`src/rtl/alu_pkg.sv`:
```
// Shared opcode and flag definitions for the pipelined ALU.
// Encodings 000..011 match the legacy 2-bit ALU.
package alu_pkg;

  typedef enum logic [2:0] {
    OpAdd = 3'b000,
    OpSub = 3'b001,
    OpOr  = 3'b010,
    OpAnd = 3'b011,
    OpXor = 3'b100,
    OpSlt = 3'b101,
    OpSll = 3'b110,
    OpSra = 3'b111
  } alu_op_e;

  localparam int unsigned FLG_N = 3;
  localparam int unsigned FLG_Z = 2;
  localparam int unsigned FLG_C = 1;
  localparam int unsigned FLG_V = 0;

endpackage

```
`src/rtl/alu_core.sv`:
```
// Purely combinational ALU datapath: result plus {N, Z, C, V} flags.
module alu_core
  import alu_pkg::*;
#(
  parameter int unsigned WIDTH = 8
) (
  input  logic [WIDTH-1:0] a,
  input  logic [WIDTH-1:0] b,
  input  logic [2:0]       sel,
  output logic [WIDTH-1:0] y,
  output logic [3:0]       flags
);

  localparam int unsigned SHW = $clog2(WIDTH);

  alu_op_e          op;
  logic             is_sub;
  logic [WIDTH-1:0] b_eff;
  logic [WIDTH:0]   sum;
  logic [SHW-1:0]   shamt;
  logic             carry;
  logic             ovf;

  assign op = alu_op_e'(sel);

  always_comb begin
    // SUB shares the adder as a + ~b + 1 so carry-out means "no borrow".
    is_sub = (op == OpSub);
    b_eff  = is_sub ? ~b : b;
    sum    = {1'b0, a} + {1'b0, b_eff} + {{WIDTH{1'b0}}, is_sub};
    shamt  = b[SHW-1:0];
    y      = '0;
    carry  = 1'b0;
    ovf    = 1'b0;
    unique case (op)
      OpAdd, OpSub: begin
        y     = sum[WIDTH-1:0];
        carry = sum[WIDTH];
        ovf   = (a[WIDTH-1] == b_eff[WIDTH-1]) && (y[WIDTH-1] != a[WIDTH-1]);
      end
      OpOr:  y = a | b;
      OpAnd: y = a & b;
      OpXor: y = a ^ b;
      OpSlt: y = {{(WIDTH-1){1'b0}}, ($signed(a) < $signed(b))};
      OpSll: y = a << shamt;
      OpSra: y = $signed(a) >>> shamt;
    endcase
  end

  always_comb begin
    flags        = '0;
    flags[FLG_N] = y[WIDTH-1];
    flags[FLG_Z] = (y == '0);
    flags[FLG_C] = carry;
    flags[FLG_V] = ovf;
  end

endmodule

```
`src/rtl/alu_pipe.sv`:
```
// Two-stage valid/ready ALU pipeline: S1 holds operands, S2 holds result and flags.
// Define ALU_ACC_EN to add an accumulator that can replace operand A (acc_sel).
module alu_pipe
  import alu_pkg::*;
#(
  parameter int unsigned WIDTH = 8
) (
  input  logic             clk,
  input  logic             rst,
  input  logic             in_valid,
  output logic             in_ready,
  input  logic [WIDTH-1:0] a,
  input  logic [WIDTH-1:0] b,
  input  logic [2:0]       sel,
  input  logic             acc_sel,
  output logic             out_valid,
  input  logic             out_ready,
  output logic [WIDTH-1:0] y,
  output logic [3:0]       flags
);

  logic             s1_valid_q, s1_valid_d;
  logic [WIDTH-1:0] s1_a_q, s1_a_d;
  logic [WIDTH-1:0] s1_b_q, s1_b_d;
  logic [2:0]       s1_sel_q, s1_sel_d;
  logic             out_valid_q, out_valid_d;
  logic [WIDTH-1:0] y_q, y_d;
  logic [3:0]       flags_q, flags_d;

  logic             s2_free;
  logic             accept;
  logic             move;
  logic [WIDTH-1:0] core_a;
  logic [WIDTH-1:0] core_y;
  logic [3:0]       core_flags;

  assign s2_free  = !out_valid_q || out_ready;
  assign move     = s1_valid_q && s2_free;
  // Held low during reset so nothing is captured while state is being cleared.
  assign in_ready = !rst && (!s1_valid_q || s2_free);
  assign accept   = in_valid && in_ready;

`ifdef ALU_ACC_EN
  logic             s1_acc_q, s1_acc_d;
  logic [WIDTH-1:0] acc_q, acc_d;

  always_comb begin
    s1_acc_d = accept ? acc_sel : s1_acc_q;
    acc_d    = move ? core_y : acc_q;
  end

  // acc_q already reflects every earlier move, so chained beats need no bubble.
  assign core_a = s1_acc_q ? acc_q : s1_a_q;

  always_ff @(posedge clk or posedge rst) begin
    if (rst) begin
      s1_acc_q <= 1'b0;
      acc_q    <= '0;
    end else begin
      s1_acc_q <= s1_acc_d;
      acc_q    <= acc_d;
    end
  end
`else
  logic unused_acc_sel;
  assign unused_acc_sel = acc_sel;
  assign core_a         = s1_a_q;
`endif

  always_comb begin
    s1_valid_d = s1_valid_q;
    if (accept) begin
      s1_valid_d = 1'b1;
    end else if (move) begin
      s1_valid_d = 1'b0;
    end
    s1_a_d   = accept ? a : s1_a_q;
    s1_b_d   = accept ? b : s1_b_q;
    s1_sel_d = accept ? sel : s1_sel_q;
  end

  always_comb begin
    out_valid_d = out_valid_q;
    y_d         = y_q;
    flags_d     = flags_q;
    if (move) begin
      out_valid_d = 1'b1;
      y_d         = core_y;
      flags_d     = core_flags;
    end else if (out_ready) begin
      out_valid_d = 1'b0;
    end
  end

  alu_core #(
    .WIDTH(WIDTH)
  ) u_core (
    .a    (core_a),
    .b    (s1_b_q),
    .sel  (s1_sel_q),
    .y    (core_y),
    .flags(core_flags)
  );

  always_ff @(posedge clk or posedge rst) begin
    if (rst) begin
      s1_valid_q  <= 1'b0;
      s1_a_q      <= '0;
      s1_b_q      <= '0;
      s1_sel_q    <= '0;
      out_valid_q <= 1'b0;
      y_q         <= '0;
      flags_q     <= '0;
    end else begin
      s1_valid_q  <= s1_valid_d;
      s1_a_q      <= s1_a_d;
      s1_b_q      <= s1_b_d;
      s1_sel_q    <= s1_sel_d;
      out_valid_q <= out_valid_d;
      y_q         <= y_d;
      flags_q     <= flags_d;
    end
  end

  assign out_valid = out_valid_q;
  assign y         = y_q;
  assign flags     = flags_q;

endmodule

```
`config.mk`:
```
export PLATFORM = sky130hd
export DESIGN_NAME = alu_pipe
export DESIGN_NICKNAME = d
export VERILOG_FILES = /design/src/rtl/alu_pkg.sv /design/src/rtl/alu_core.sv /design/src/rtl/alu_pipe.sv
export SDC_FILE = /design/constraint.sdc
export NUM_CORES = 1
export LEC_CHECK = 0
export CAP_MARGIN = 5
export CORE_ASPECT_RATIO = 1.25
export CORE_MARGIN = 8
export CORE_UTILIZATION = 45
export CTS_CLUSTER_SIZE = 25
export DETAILED_ROUTE_END_ITERATION = 6
export PLACE_DENSITY = 0.7
export SLEW_MARGIN = 10
export SYNTH_ARGS = -nofsm -noshare
export SYNTH_HDL_FRONTEND = slang
export SYNTH_SLANG_ARGS = --single-unit
```
`constraint.sdc`:
```
create_clock -name clk -period 3.73 [get_ports clk]
set_clock_uncertainty 0.2 [all_clocks]
set_input_delay 0.746 -clock clk [delete_from_list [all_inputs] [get_ports clk]]
set_output_delay 0.746 -clock clk [all_outputs]
set_load 0.01 [all_outputs]
```
==> out/metrics.cfg, run 1 <==
[layout]
fin_cells=445
drive_gt1_frac=0.159
area_growth_pct=19.5
final_util=0.551
antenna_cells=0
n_fill_cell=596
final_area_um2=3570
final_nets=414

[critical_path]
critPathMaxFanout=7
start_kind=register
slowest_stage=a2111oi_0
worstSetupPathType=register to register
arrival_ps=3380
critPathMaxStageDelay_ps=470
crit_required_ps=3720
r2r_end=flags[2]
path_cells=nor2_1 > and2_1 > xnor2_1 > ha_1 > nor3_1 > a311oi_4 > xor2_1 > a2111oi_0 > buf_4 > nand3_1 > o41ai_2
reg2regPathDepth=11
crit_family=simple AND/OR/NAND/NOR gates
r2r_slack_ps=340
critPathCaptureType=register
crit_buf_inv=1
regToRegStartpoint=s1_sel_q[1]

[detailed_routing]
drcViolationCount=0
drt_iter0_markers=164
wire_per_inst_um=17.0
num_vias=2547
drtAntennaViolNets=0
wl_met2_mm=3.87
totalWireLength_mm=7.55
vias_per_cell=5.72
routed.top_layer=met4
wl_met1_mm=3.14
route.met3.wl_um=292
drt_first_pass_iters=4

[logic_synthesis]
ys_seq_area_frac=0.268
async_reset_ff_frac=1.00
synth_edf_count=0
ys_ff_latch=32
syn_area_per_cell_um2=9.28
syn-num-nets=379
synth_cell_types=56
ys.flop_type=dfrtp_1
syn_area_um2=2990
syn_inst=322
yosysWarnings=0

[placement]
dpl_cell_area_um2=3460
gp_congestion=0.898
dpl.cell_count=437
port_buffers=36
dpl_worst_slack_ps=320
dp_hpwl_mm=5.72

[clock_network]
cts-resized-gates=0
insertion_delay_ps=290
clk_pin_slew_ps=70
cts_inserted_buffers=5
tritoncts=built
cts_root_buf=clkbuf_8
cts-hold-fix-buffers=0
clock_path_buffers=2
h-tree-depth=2
numClockSinks=32
postCtsSetupBuffers=0

[run]
max_cap_viol_count=0

[timing]
tns_ps=0
slew_headroom=0.589
tightestPinTransition_ps=616
rsz0062_at_grt=no
fin_crit_sh=0.909
hold_violations=0
max_freq_mhz=295
finalCriticalPeriod_ps=3390
hold_ws_ps=277
drv_slew=0
setup_viol=0
setup_ws_ps=341

[die]
num_rows=33
dieHeight_um=107
io_pins=38
start_util=0.461
die_w_um=88.9
dieArea_um2=9520
coreArea_um2=6480

[global_routing]
overflow=0
grt_start_max_net_pins=27
grt_pass1_vias=2583
track_usage=0.167
grt_pass1_wl_mm=12.4
antenna_found_initial=0

[power]
p_seq_frac=0.274
pwr-share-comb=0.552
swShare=0.402
clkPwrFrac=0.174
p_leak_nw=1.55
p_sw_uw=771
power.density_nw_per_um2=538
intPower_mw=1.15
total_power_mw=1.92
irDropWorstVdd_mv=0.310

[status]
status=finished, final reports clean

[worst_hold_path]
holdPathEnd=y[5]
hold_class=register to register
worstHoldStart=y[5]
hold_path_depth=2

[per-layer routing]
layer  GRT usage  vias up
met4      0.0921        0
li1            -     1242
met5           0        -
met3      0.0222       16
met1       0.198     1229
met2       0.280       60
[logic make-up (layout without fill, tap and decap cells)]
family | count (synthesis) | after routing | synth area share
multiplexers | 37 | 37 | 0.165
adder cells (fa/ha/maj) | 33 | 33 | 0.141
buffers and inverters | 42 | 78 | 0.0561
AO/OA/AOI/OAI | 80 | 80 | 0.189
AND/OR/NAND/NOR | 87 | 87 | 0.148
flip-flops | 32 | 32 | 0.268
XOR/XNOR | 11 | 11 | 0.0322
[worst register-to-register path: cells and delay by family (launching register included)]
family / cells / cell delay [ps]
fa+ha+maj: 1 / 290
flops: 1 / 380
buf+inv: 1 / 200
xor+xnor: 2 / 400
compound gates: 3 / 850
simple gates: 4 / 970
[cell usage after synthesis (2+ instances only)]
master | number | area, um^2
dfrtp_1 | 32 | 801
ha_1 | 32 | 400
mux2_2 | 23 | 259
nand2_1 | 23 | 86.3
inv_1 | 20 | 75.1
a21oi_1 | 19 | 95.1
o21ai_0 | 17 | 85.1
nor2_1 | 16 | 60.1
clkbuf_1 | 14 | 52.6
xnor2_1 | 10 | 87.6
nand3_1 | 8 | 40.0
nor3_1 | 8 | 40.0
mux2i_1 | 7 | 70.1
and2_1 | 6 | 37.5
nand2b_1 | 6 | 37.5
a31oi_1 | 5 | 31.3
buf_2 | 5 | 25.0
mux4_2 | 5 | 113
nor2b_1 | 5 | 31.3
a211oi_1 | 4 | 30.0
a21o_1 | 4 | 30.0
o211ai_1 | 4 | 30.0
a2111oi_0 | 3 | 26.3
and3_1 | 3 | 18.8
o221ai_1 | 3 | 26.3
or2_2 | 3 | 18.8
a2bb2oi_1 | 2 | 17.5
clkinv_1 | 2 | 7.51
mux4_1 | 2 | 52.6
nor3b_1 | 2 | 15.0
o21bai_1 | 2 | 15.0
o22ai_1 | 2 | 12.5
o32ai_1 | 2 | 17.5
[layout by cell type (no fill, tap or decap), types with 2 or more instances in the layout]
cell type        count
or2_2                3
nor3_1               8
nand3_1              8
a31oi_1              5
nor3b_1              2
a2bb2oi_1            2
clkdlybuf4s50_1     36
dfrtp_1             32
buf_4               12
a21o_1               4
nor2b_1              5
o32ai_1              2
mux4_2               5
a21oi_1             19
mux4_1               2
o21ai_0             17
nand2b_1             6
inv_1               20
a2111oi_0            3
xnor2_1             10
a211oi_1             4
o21bai_1             2
ha_1                32
o211ai_1             4
mux2_2              23
nor2_1              16
clkbuf_8             5
clkinv_1             2
o221ai_1             3
o22ai_1              2
and2_1               6
mux2i_1              7
and3_1               3
nand2_1             23
[registers in the layout, summed over array words and instances (netlist names)]
signal,count
y,8
flags,3
s1_valid_q,1
s1_b_q,8
s1_sel_q,3
out_valid,1
core_a,8
[power by group through the flow]
stage / sequential (mW) / combinational, mW / clock (mW)
floorplan: 0.527 / 0.718 / 0
global placement: 0.528 / 1.03 / 0
detailed placement: 0.531 / 1.05 / 0
CTS: 0.525 / 1.06 / 0.345
global route: 0.539 / 1.17 / 0.357
finish: 0.526 / 1.06 / 0.335
[how the worst max path moves through the flow]
stage / cells after the start / start / end / slack [ps]
2_1_floorplan: 12 / s1_sel_q[0] / flags[2] / 150
3_3_place_gp: 11 / s1_sel_q[1] / flags[2] / 460
3_5_place_dp: 11 / s1_sel_q[1] / flags[2] / 320
4_1_cts: 11 / s1_sel_q[1] / flags[2] / 300
5_1_grt: 11 / s1_sel_q[1] / flags[2] / 60
6_report: 11 / s1_sel_q[1] / flags[2] / 340
[area by class of cell]
cell class                 count  area (um^2)  area share
multi-input combinational    248         2020       0.566
clock buffer                   6         72.6      0.0203
inverter                      22         82.6      0.0231
sequential                    32          801       0.224
tap                           87          109      0.0305
clock inverter                 2         35.0     0.00981
timing repair buffer          48          450       0.126
No activity file was read; power rests on OpenSTA's default activity.
==> run 2: changes to the inputs <==
--- a/config.mk
+++ b/config.mk
@@ -9,6 +9,7 @@
 export CORE_ASPECT_RATIO = 1.25
 export CORE_MARGIN = 8
 export CORE_UTILIZATION = 45
+export CTS_CLUSTER_DIAMETER = 100
 export CTS_CLUSTER_SIZE = 25
 export DETAILED_ROUTE_END_ITERATION = 6
 export PLACE_DENSITY = 0.7
==> results of run 2 <==
Final layout, timing and power as in run 1 (identical DEF).
